## config.mk

```make
export PLATFORM = sky130hd
export DESIGN_NAME = shift_issue
export DESIGN_NICKNAME = d
export VERILOG_FILES = /design/src/rtl/shift_pkg.sv /design/src/rtl/shift_req_fifo.sv /design/src/rtl/shift_issue.sv
export SDC_FILE = /design/constraint.sdc
export NUM_CORES = 1
export LEC_CHECK = 0
export CAP_MARGIN = 20
export CORE_MARGIN = 10
export CORE_UTILIZATION = 45
export CTS_CLUSTER_SIZE = 24
export DETAILED_ROUTE_END_ITERATION = 10
export PLACE_DENSITY = 0.83
export SLEW_MARGIN = 20
export SYNTH_ARGS = -nofsm -noshare
export SYNTH_HDL_FRONTEND = slang
export SYNTH_HIERARCHICAL = 1
export SYNTH_SLANG_ARGS = --single-unit
```

## constraint.sdc

```tcl
create_clock -name clk -period 1.95 [get_ports clk]
set_input_delay 0.2925 -clock clk [delete_from_list [all_inputs] [get_ports clk]]
set_output_delay 0.2925 -clock clk [all_outputs]
set_load 0.02 [all_outputs]
```

## src/rtl/shift_pkg.sv

```systemverilog
// shift_pkg: shared constants, request record and occupancy states for the shifter chain.
package shift_pkg;
    localparam int WIDTH = 32;
    localparam int AMT_W = 5;
    localparam logic SH_LEFT  = 1'b0;
    localparam logic SH_RIGHT = 1'b1;
    typedef struct packed {
        logic [WIDTH-1:0] data;
        logic [AMT_W-1:0] amt;
        logic             dir;
        logic             neg;
        logic             zero;
    } shift_req_t;
    typedef enum logic [1:0] {EMPTY = 2'd0, ONE = 2'd1, FULL = 2'd2} occ_state_t;
endpackage

```

## src/rtl/shift_req_fifo.sv

```systemverilog
// shift_req_fifo: 2-entry request storage with read/write pointers.
module shift_req_fifo
    import shift_pkg::*;
#(
    parameter type T = shift_req_t
) (
    input  logic clk,
    input  logic rst_n,
    input  logic clr,
    input  logic push,
    input  logic pop,
    input  logic empty,
    input  T     wdata,
    output T     rdata
);
    T     mem [2];
    logic rptr, wptr;
    // When empty the slot behind rptr is the last head, so outputs hold their last value.
    always_ff @(posedge clk or negedge rst_n) begin
        if (!rst_n) begin
            mem[0] <= '0;
            mem[1] <= '0;
            rptr   <= 1'b0;
            wptr   <= 1'b0;
        end else if (clr) begin
            rptr <= ~rptr;
            wptr <= ~rptr;
        end else begin
            if (push) mem[wptr] <= wdata;
            wptr <= wptr ^ push;
            rptr <= rptr ^ pop;
        end
    end
    assign rdata = empty ? mem[~rptr] : mem[rptr];
endmodule

```

## src/rtl/shift_issue.sv

```systemverilog
// shift_issue: request front-end for the barrel shifter chain; decodes at accept,
// buffers two requests and issues the head with registered controls.
module shift_issue
    import shift_pkg::*;
(
    input  logic             clk,
    input  logic             rst_n,
    input  logic             req_valid,
    output logic             req_ready,
    input  logic [WIDTH-1:0] req_data,
    input  logic [AMT_W-1:0] req_amt,
    input  logic             req_dir,
    input  logic             req_arith,
    input  logic             flush,
    output logic             iss_valid,
    input  logic             iss_ready,
    output logic [WIDTH-1:0] iss_data,
    output logic [AMT_W-1:0] iss_amt,
    output logic             iss_dir,
    output logic             iss_neg,
    output logic             iss_zero,
    output logic [1:0]       count,
    output logic [15:0]      iss_cnt
);
    occ_state_t state_q, state_d;
    logic       push, pop;
    shift_req_t wr, head;
    assign req_ready = state_q != FULL;
    assign iss_valid = state_q != EMPTY;
    assign count     = state_q;
    assign push      = req_valid & req_ready;
    assign pop       = iss_valid & iss_ready;
    assign wr = '{data: req_data, amt: req_amt, dir: req_dir,
                  neg: (req_dir == SH_RIGHT) & req_arith & req_data[WIDTH-1],
                  zero: req_amt == '0};
    always_comb begin
        state_d = state_q;
        unique case (state_q)
            EMPTY:   state_d = push ? ONE : EMPTY;
            ONE:     state_d = (push == pop) ? ONE : (push ? FULL : EMPTY);
            FULL:    state_d = pop ? ONE : FULL;
            default: state_d = EMPTY;
        endcase
        if (flush) state_d = EMPTY;
    end
    always_ff @(posedge clk or negedge rst_n) begin
        if (!rst_n) begin
            state_q <= EMPTY;
            iss_cnt <= '0;
        end else begin
            state_q <= state_d;
            if (pop && !flush) iss_cnt <= iss_cnt + 16'd1;
        end
    end
    // Flush is gated off in EMPTY so the held head value is not disturbed.
    shift_req_fifo #(.T(shift_req_t)) u_fifo (
        .clk   (clk),
        .rst_n (rst_n),
        .clr   (flush && iss_valid),
        .push  (push && !flush),
        .pop   (pop && !flush),
        .empty (!iss_valid),
        .wdata (wr),
        .rdata (head)
    );
    assign iss_data = head.data;
    assign iss_amt  = head.amt;
    assign iss_dir  = head.dir;
    assign iss_neg  = head.neg;
    assign iss_zero = head.zero;
endmodule

```

==> metrics <==
largest cells by area after synthesis=dfrtp_1 56%, mux2_2 29%, xnor2_1 2.0%; gr usage total=0.174; synth unique cells=33; syn_nets=346; final net count=497; worst path arrival time=2030 ps; Post-synth top cells=115 x mux2_2, 100 x dfrtp_1, 10 x xnor2_1; max-cap viol count=0; Antenna Cells=0; Clock Pin Slew Worst Setup and Hold Paths=100 ps; DR pass1 iterations=4; vias=3,043; CP delay by family, top=buffers and inverters; final setup margin=-375 ps; Slew @ Worst Pin=428 ps; Yosys warnings=6; layout cells sized above 1=0.533; CTS H-tree lvls=3; Cell Pwr Density=1670 nW/µm²; Slew Limit Fails=0; Final ANT Viol Nets=0; type of the worst min-delay path=primary input to async pin; RSZ-0062 raised after global routing=yes; DRC violations left=0; clock sinks=100; critical path's slowest cell=dfrtp_2; synthesized flop and latch total=100; Critical Setup Path Class=register to output port; Rel. slew slack=0.715; syn_area_per_cell=15.0 µm²; critical path's largest stage delay=410 ps; initial antenna violation count=0; Root Buffer=clkbuf_8; Setup WS pre-CTS=-475 ps; failing checks=setup timing; CP max FO=7; initial DRC count=110; Synth Cell Area=4490 µm²; Clock Skews=13.0 ps; Via-to-Cell Ratio=5.17; Worst EP required=1660 ps; fmax=430 MHz; drt total wl=12.7 mm; Synth top area share=0.558; RD Place Congestion=0.775; clk_lat worst skew=360 ps; Setup violations, final=120; DR WL/cell=21.6 µm; final hold violation count=0; fin crit share=1.19; largest area contributor in the netlist=dfrtp_1; number of CTS-inserted buffers=9; P&R area growth vs syn=56.3%; # port buffers=103; cell row count=36; run status=finished with violations; maximum clock insertion buffer count=2; LEAKAGE=3.26 nW; core area=9730 µm²; first-pass GRT wire length=20.0 mm; CTS tree=done; critical path buffer and inverter count=4; Top FF cell, synth=dfrtp_1; Post-synth EDFFs=0; Initial Util=0.461; FFs w/ async S/R, synth=1.00; grt ovf=0; Ports=104; share of the yosys chip area belonging to registers=0.558; Gate Count Post-Synth=300; Die Area=14,400 µm²; critical path launch point type=register; critical path capture point type=output port; peak supply drop=0.822 mV; largest net degree at the start of global routing=39; Die X=120 µm; Die Span Y=120 µm; Tmin final=2320 ps; vias in the first global route=3,543; crit path cell chain=or2_4 > inv_4 > xor2_4 > buf_12 > clkbuf_16 > mux2_4 > buf_6; Hold WS=399 ps; DP HPWL=7.14 mm; most common cell in the netlist=mux2_2
==> timing repair <==
action	4_1_cts	5_1_grt
hold buffers	1	0
gates cloned	14	4
resized for setup	290	74
endpoints found under the setup margin	122	121
setup buffers	17	8
pin swaps	1	2
hold endpoints to repair	28	0
==> placed cells by master (no fill, tap or decap), types with 2 or more instances in the layout <==
master / synthesis / layout
nor4_4: 2 / 2
mux2i_1: 2 / 2
dfrtp_1: 100 / 98
mux2_2: 115 / 36
xnor2_1: 10 / 10
inv_6: 0 / 3
clkbuf_16: 0 / 4
and3_1: 2 / 2
ha_1: 2 / 2
dfrtp_2: 0 / 2
nor4_1: 3 / 3
buf_6: 4 / 49
nand3_1: 6 / 6
and2_4: 0 / 2
clkbuf_8: 0 / 9
and4_1: 2 / 2
xor2_1: 7 / 7
buf_12: 0 / 13
mux2_4: 0 / 85
buf_4: 4 / 14
nand4_1: 2 / 2
dlygate4sd2_1: 0 / 2
nand2_1: 5 / 5
clkdlybuf4s50_1: 0 / 59
buf_16: 0 / 9
a21oi_1: 2 / 2
nor2_1: 6 / 6
==> layer usage <==
metal	vias up	share of wire	track usage
li1	1376	-	-
met1	1577	0.41	0.205
met2	79	0.52	0.304
met3	11	0.055	0.0609
met4	0	0.010	0.0302
met5	-	0	0
==> flip-flops by register name (all words and copies together), names as in the netlist <==
register / count
u_fifo/mem: 80
iss_cnt: 16
count: 2
u_fifo/rptr: 1
u_fifo/wptr: 1
==> per-stage QoR <==
| step | instance area [µm²] | std cells | utilization | TNS, ps | total power [mW] |
|---|---|---|---|---|---|
| CTS | 6740 | 585 | 0.693 | -38780 | 10.8 |
| floorplan | 4500 | 300 | - | -1610 | 6.35 |
| finish | 7010 | 589 | 0.721 | -31560 | 11.7 |
| global route | 7010 | 589 | 0.721 | -39240 | 12.3 |
| detailed placement | 5790 | 537 | 0.595 | -32160 | 8.48 |
| global placement | 5790 | 537 | 0.595 | -28940 | 8.32 |
==> cell type report <==
class / count / area (µm²)
fill: 664 / 2720
sequential: 100 / 2500
multi-input combinational: 186 / 2240
timing repair buffer: 153 / 1900
tap: 133 / 166
clock buffer: 10 / 128
clock inverter: 6 / 70.1
inverter: 1 / 6.26
==> cells by family (layout without fill, tap and decap cells) <==
kind of cell               after synthesis  in the layout  share of synthesized area
and+or+nand+nor                         40             40                     0.0627
AOI/OAI and AO/OA                        3              3                    0.00586
xor gates and xnor gates                18             18                     0.0368
adders and majority gates                2              2                    0.00558
buffers and inverters                   14            170                     0.0231
muxes                                  123            123                      0.308
DFF                                    100            100                      0.558
==> worst register-to-register path: stages (launching register included) <==
cell and delay, ps:
dfrtp_2 410, buf_4 130, buf_6 110, or2b_4 190, and2_4 130, nor2b_4 150
buf_6 100, nand3b_1 200, buf_6 220, buf_12 130, buf_16 140, mux2_2 260
==> report_power, final <==
part	internal, mW	switching [mW]
Clock	0.609	0.732
Combinational	4.17	2.66
Sequential	2.95	0.583
Total	7.73	3.98
==> final timing paths <==
check | from | slack [ps] | endpoint | depth (start not counted)
worst max-delay path | count[1]$_DFF_PN0_ | -370 | iss_data[31] | 7
worst min-delay path | rst_n | 400 | iss_cnt[15]$_DFFE_PN0P_ | 2
worst max register to register | count[1]$_DFF_PN0_ | -330 | u_fifo/mem[24]$_DFFE_PN0P_ | 11
worst min register to register | iss_cnt[15]$_DFFE_PN0P_ | 490 | iss_cnt[15]$_DFFE_PN0P_ | 1
max in group asynchronous | rst_n | 980 | u_fifo/mem[27]$_DFFE_PN0P_ | 3
min in group clk | iss_cnt[15]$_DFFE_PN0P_ | 490 | iss_cnt[15]$_DFFE_PN0P_ | 1
Power figures use the tool's default switching activity.
